## src/rtl/avgp_3x3_window.sv

```systemverilog
// avgp_3x3_window
// Streaming 3x3 window generator for a raster-order pixel stream. Two image
// rows plus two pixels are kept in a shift chain. For every accepted pixel
// (r,c) with r>=2 and c>=2 the nine neighbourhood pixels are presented in
// parallel one cycle later, together with a valid pulse. The last window of
// a frame also pulses frame_done. Pixel data is passed through unchanged.
module avgp_3x3_window #(
    parameter int DATA_WIDTH   = 32,
    parameter int IMAGE_WIDTH  = 33,
    parameter int IMAGE_HEIGHT = 33
) (
    input  logic                  clk,
    input  logic                  reset,
    input  logic                  valid_in,
    input  logic [DATA_WIDTH-1:0] pxl_in,
    output logic [DATA_WIDTH-1:0] pxl_out_00,
    output logic [DATA_WIDTH-1:0] pxl_out_01,
    output logic [DATA_WIDTH-1:0] pxl_out_02,
    output logic [DATA_WIDTH-1:0] pxl_out_03,
    output logic [DATA_WIDTH-1:0] pxl_out_04,
    output logic [DATA_WIDTH-1:0] pxl_out_05,
    output logic [DATA_WIDTH-1:0] pxl_out_06,
    output logic [DATA_WIDTH-1:0] pxl_out_07,
    output logic [DATA_WIDTH-1:0] pxl_out_08,
    output logic                  valid_out,
    output logic                  frame_done
);

    localparam int CW    = $clog2(IMAGE_WIDTH);
    localparam int RW    = $clog2(IMAGE_HEIGHT);
    // Previous pixels needed: two full rows plus two columns of row r-2.
    // Together with pxl_in this forms the 2*IMAGE_WIDTH+3 entry window chain.
    localparam int DEPTH = 2 * IMAGE_WIDTH + 2;

    localparam logic [CW-1:0] COL_LAST = CW'(IMAGE_WIDTH - 1);
    localparam logic [RW-1:0] ROW_LAST = RW'(IMAGE_HEIGHT - 1);
    localparam logic [CW-1:0] COL_TWO  = CW'(2);
    localparam logic [RW-1:0] ROW_TWO  = RW'(2);

    // chain[0] is the pixel accepted just before the current one.
    logic [DATA_WIDTH-1:0] chain [DEPTH];
    logic [CW-1:0]         col;
    logic [RW-1:0]         row;
    logic                  col_last;
    logic                  row_last;
    logic                  emit;
    logic [DATA_WIDTH-1:0] win   [9];
    logic [DATA_WIDTH-1:0] win_q [9];

    assign col_last = (col == COL_LAST);
    assign row_last = (row == ROW_LAST);
    assign emit     = valid_in && (col >= COL_TWO) && (row >= ROW_TWO);

    // Raster position of the pixel being accepted this cycle.
    // NOTE: sequential state uses non-blocking assignments so every flop
    // samples pre-edge values regardless of block ordering.
    always_ff @(posedge clk or negedge reset) begin
        if (!reset) begin
            col <= '0;
            row <= '0;
        end else if (valid_in) begin
            if (col_last) begin
                col <= '0;
                row <= row_last ? '0 : row + RW'(1);
            end else begin
                col <= col + CW'(1);
            end
        end
    end

    // Row buffer: shifts one position per accepted pixel, frozen on bubbles.
    // NOTE: the chain is cleared on reset so no pre-reset data can ever be
    // observed; this costs reset fan-out on every buffer flop.
    always_ff @(posedge clk or negedge reset) begin
        if (!reset) begin
            for (int i = 0; i < DEPTH; i++) chain[i] <= '0;
        end else if (valid_in) begin
            chain[0] <= pxl_in;
            for (int i = 1; i < DEPTH; i++) chain[i] <= chain[i-1];
        end
    end

    // Window taps for pixel (r,c): row r-2 sits 2*IMAGE_WIDTH back, row r-1
    // IMAGE_WIDTH back, row r is pxl_in and the two most recent pixels.
    always_comb begin
        win[0] = chain[2*IMAGE_WIDTH+1];
        win[1] = chain[2*IMAGE_WIDTH];
        win[2] = chain[2*IMAGE_WIDTH-1];
        win[3] = chain[IMAGE_WIDTH+1];
        win[4] = chain[IMAGE_WIDTH];
        win[5] = chain[IMAGE_WIDTH-1];
        win[6] = chain[1];
        win[7] = chain[0];
        win[8] = pxl_in;
    end

    // Registered outputs: the window loads only on an emitting accept and
    // otherwise holds; the strobes are single-cycle pulses.
    always_ff @(posedge clk or negedge reset) begin
        if (!reset) begin
            valid_out  <= 1'b0;
            frame_done <= 1'b0;
            for (int i = 0; i < 9; i++) win_q[i] <= '0;
        end else begin
            valid_out  <= emit;
            frame_done <= emit && col_last && row_last;
            if (emit) begin
                for (int i = 0; i < 9; i++) win_q[i] <= win[i];
            end
        end
    end

    assign pxl_out_00 = win_q[0];
    assign pxl_out_01 = win_q[1];
    assign pxl_out_02 = win_q[2];
    assign pxl_out_03 = win_q[3];
    assign pxl_out_04 = win_q[4];
    assign pxl_out_05 = win_q[5];
    assign pxl_out_06 = win_q[6];
    assign pxl_out_07 = win_q[7];
    assign pxl_out_08 = win_q[8];

endmodule

```

## config.mk

```make
export PLATFORM = sky130hd
export DESIGN_NAME = avgp_3x3_window
export DESIGN_NICKNAME = d
export VERILOG_FILES = /design/src/rtl/avgp_3x3_window.sv
export SDC_FILE = /design/constraint.sdc
export NUM_CORES = 2
export LEC_CHECK = 0
export ABC_AREA = 1
export ABC_CLOCK_PERIOD_IN_PS = 1960
export CAP_MARGIN = 40
export CELL_PAD_IN_SITES_DETAIL_PLACEMENT = 1
export CELL_PAD_IN_SITES_GLOBAL_PLACEMENT = 1
export CORE_UTILIZATION = 30
export CTS_BUF_LIST = sky130_fd_sc_hd__clkbuf_8
export DETAILED_ROUTE_END_ITERATION = 6
export GPL_ROUTABILITY_DRIVEN = 0
export PLACE_DENSITY_LB_ADDON = 0.1
export SYNTH_ARGS = -nofsm -noshare
export SYNTH_HDL_FRONTEND = slang
export SYNTH_SLANG_ARGS = --single-unit
```

## constraint.sdc

```tcl
create_clock -name clk -period 1.96 [get_ports clk]
set_clock_uncertainty 0.1 [all_clocks]
set_input_delay 0.392 -clock clk [delete_from_list [all_inputs] [get_ports clk]]
set_output_delay 0.392 -clock clk [all_outputs]
set_load 0.02 [all_outputs]
```

Word-level counts from Yosys, hierarchy flattened
Index checks and enable logic that the tools add are counted.

storage, ports and cells
  register bits after elaboration = 2478

cells by class
  $lt $le $gt $ge = 2
  reduce and logical (&&, ||, !) cells = 5
  mux-type cells = 2
  $add $sub $neg = 2
  equal/unequal tests = 2

operators by type and width
  operator                                             count
  adder 6 x 1 -> 6 bit, second input constant          2
  equality test 6 bit, second input constant           2
  >= comparator 6 x 2 -> 1 bit, second input constant  2
  two-way mux 6 bit                                    2
  logical AND 1 bit                                    4
  AND reduction 2 bit                                  1

Logic depth before layout (Yosys ltp)
  depth in word-level cells = 5
  mapped depth = 10

Worst setup path after synthesis
OpenSTA, ideal clock, no wires.

  path kind = register to register
  from = register row[0]
  to = register win_q (netlist bit pxl_out_02[0])
  required time = 1786 ps
  arrival = 1455 ps
  slack = 330 ps
  stages on the path, launching flop included = 11
  cells stage by stage = dfrtp_1 inv_1 ha_1 nor2_1 nand3_1 nand3_2 buf_6 buf_12 buf_12 nand2_2 o21ai_2

on the way
  cells in the longest elaborated chain, start to end = 2

ends and longest elaborated chain
  what                          line  text
  start: declaration            43    logic [RW-1:0] row;
  start signal: assignment      64    row <= row_last ? '0 : row + RW'(1);
  >= comparator 6 x 2 -> 1 bit  52    assign emit = valid_in && (col >= COL_TWO) && (row >= ROW_TWO);
  logical AND 1 bit             52
  end: declaration              48    logic [DATA_WIDTH-1:0] win_q [9];

Every way passes these cells.
A chain may end at the register's enable or synchronous reset.

Worst setup path in the final report
  from = register win_q (netlist bit pxl_out_05[29])
  to = output pxl_out_05[29]

RTL lines
  what              line  text
  end: declaration  21    output logic [DATA_WIDTH-1:0] pxl_out_05,

No word-level cell between the ends.

==> out/qor.csv <==
metric;value;unit
outcome;complete, but fails checks;
violations;setup timing;
slowest_delay;0.42;ns
yosysUniqueCellTypes;22;
io_buffers;324;
peakVddDrop;0.5104;mV
tns;-31.64;ns
crit_chain;buf_6;
cts_tree;done;
fin_hold_ws;0.2159;ns
via_count;67746;
numClockSinks;2478;
layout_commonest_cell;nand2_1;
cts_buffers;446;
start_kind;flop;
cts.htree.levels;5;
die_width;561.6;µm
powerDensity;1028;nW/µm²
p_seq_share;49.5;%
worstRegToRegCells;9;
timing.rr.start;col[1]$_DFFE_PN0P_;
drt_iter0_drc;3225;
syn_to_final_growth;24.35;%
final_cell_mix;nand2_1 (6150), dfrtp_1 (2478), clkbuf_8 (566);
fmax;0.4685;GHz
globalRouteOverflowTotal;0;
arrival;1.64;ns
leakage;63.70;nW
crit_start;pxl_out_05[29]$_DFFE_PN0P_;
wl_per_cell;15.44;µm
maxCapViolCount;0;
avgSynthCellArea;9.228;µm²
power_switching;0.03241;W
setup.worst_path.end;pxl_out_05[29];
worstPathRequired;1.47;ns
finalMaxSlewViolations;0;
finalHoldViolations;0;
holdCritPathClass;input port to async pin;
dieHeight;561.6;µm
cp.depth;1;
hpwlAfterDp;156.1;mm
maxSlewHeadroom;69.34;%
setup_viol;292;
reg2reg_to;pxl_out_02[22]$_DFFE_PN0P_;
r2r_setup_slack;-0.01;ns
worst_slack;-0.1745;ns
ctsRootBufferMaster;clkbuf_8;
insertion_delay;1.07;ns
fin_crit;2.134;ns
wl;241.5;mm
grt_max_degree;109;
antenna_found_initial;4;
syn_inst;10180;
critical-path-top-delay-family;flip-flops;
synthesis.nets;10221;
clkPwrFrac;40.3;%
period_share;108.9;%
clockBufferDepth;4;
dieArea;315400;µm²
crit_type;flop to output port;
rsz0062_at_grt;yes;
crit_buf_inv;1;
cp_max_fo;2;
switching_share;26.99;%
grt_pass1_vias;74384;
critical_path.endpoint_type;output port;
crit_slowest_cell;dfrtp_1;
power_frac_comb;10.2;%
dr.pass1.iters;5;
yosysSeqAreaShare;66.01;%
rows;205;
vias_per_cell;4.331;
grt_pass1_wl;401.2;mm
internal-power;0.08767;W
tightest_slew;0.4598;ns
drive_above_1_share;16.35;%
nets;11204;
start_util;30.14;%
synth-seq-cells;2478;
antenna_left;0;
drcViolationCount;0;
yosys_warnings;0;
ioPinCount;325;
fp.coreArea;311600;µm²
grt_usage;15.38;%
cts.reportedPaths.clkPinSlew;0.06;ns
synth.cell_area;93940;µm²
==> worst min path at each step <==
stage                     depth (start not counted)  slack, ns  startpoint                      end
final                                             4       0.22       reset   chain[880]$_DFFE_PN0P_
after global routing                              4       0.13    valid_in  chain[1181]$_DFFE_PN0P_
after CTS                                         4       0.05    valid_in  chain[1021]$_DFFE_PN0P_
after detailed placement                          1       0.21       reset    chain[65]$_DFFE_PN0P_
after global placement                            1       0.21       reset    chain[65]$_DFFE_PN0P_
after floorplan                                   0     -0.004       reset     chain[0]$_DFFE_PN0P_
==> sequential cells by signal (all words and copies together), names as in the netlist <==
| register | count |
|---|---|
| row | 6 |
| pxl_out_01 | 32 |
| frame_done | 1 |
| pxl_out_06 | 32 |
| pxl_out_00 | 32 |
| pxl_out_05 | 32 |
| pxl_out_04 | 32 |
| chain | 2176 |
| pxl_out_03 | 32 |
| pxl_out_08 | 32 |
| pxl_out_02 | 32 |
| valid_out | 1 |
| pxl_out_07 | 32 |
| col | 6 |
==> cells in the mapped netlist <==
cell | n | area share (%)
o21ai_0 | 484 | 2.6
buf_6 | 112 | 1.3
o21bai_1 | 1 | 0.0080
ha_1 | 6 | 0.080
buf_4 | 30 | 0.24
inv_2 | 2 | 0.0080
buf_12 | 11 | 0.23
o21ai_2 | 100 | 0.93
nand3_2 | 1 | 0.011
nor2_1 | 10 | 0.040
nand2_1 | 6160 | 25
nand2_2 | 100 | 0.67
nand4_1 | 2 | 0.013
xor2_1 | 4 | 0.037
buf_2 | 338 | 1.8
clkbuf_1 | 56 | 0.22
nor2_2 | 1 | 0.0067
inv_1 | 271 | 1.1
nand3b_1 | 1 | 0.0080
nand3_1 | 10 | 0.053
nor3_1 | 2 | 0.011
dfrtp_1 | 2478 | 66
==> per-stage QoR <==
| stage | worst slack (ns) | util (%) | power [W] | instances | cell area, µm² |
|---|---|---|---|---|---|
| after floorplan | 0.3305 | - | 0.06608 | 10180 | 93940 |
| after CTS | -0.3738 | 37.02 | 0.1224 | 15539 | 115400 |
| after global routing | -0.3231 | 37.48 | 0.1271 | 15642 | 116800 |
| final | -0.1745 | 37.48 | 0.1201 | 15642 | 116800 |
| after global placement | 0.04229 | 33.43 | 0.07149 | 14544 | 104200 |
| after detailed placement | -0.02811 | 33.43 | 0.07195 | 14544 | 104200 |
==> cell type report <==
type / count / area, µm²
flip-flops and latches: 2478 / 62010
multi-input cells: 6882 / 27560
diodes: 1 / 2.502
well taps: 4140 / 5180
fillers: 35612 / 194800
inverters: 273 / 1035
clock buffers: 566 / 7790
repair buffers: 1082 / 12070
clock inverters: 220 / 1170
==> power groups by stage <==
stage,registers (W),clock network (W),logic (W)
CTS,0.0595,0.0507,0.0122
global route,0.0601,0.0528,0.0142
global placement,0.0602,0,0.0113
floorplan,0.0598,0,0.00626
detailed placement,0.0603,0,0.0116
finish,0.0594,0.0483,0.0123
==> metal layers <==
layer  up-vias  wire [µm]  global-route usage [%]
met2       775     121500                   27.03
met1     33613     104700                   19.12
met4         0       6297                   4.831
met3       440       8979                   2.687
li1      32918          -                       -
met5         -          0                       0
==> logic make-up (layout without fill, tap and decap cells) <==
group           Yosys count  count (layout)  synth area share [%]
xor+xnor                  4               4               0.03729
buf+inv                 820            2141                 4.932
simple gates           6287            6287                 25.42
fa+ha+maj                 6               6               0.07991
flops                  2478            2478                 66.01
compound gates          585             585                 3.519
other cells               0               1                     0
==> timing repair <==
action                                  4_1_cts  5_1_grt
buffers inserted                            166       86
hold endpoints to repair                   3512        0
cloned                                        5       15
endpoints found under the setup margin      315      563
gates resized for setup                    1813      114
pin swaps                                     2        5
hold buffers                                 38        0
No activity file was read; power rests on OpenSTA's default activity.
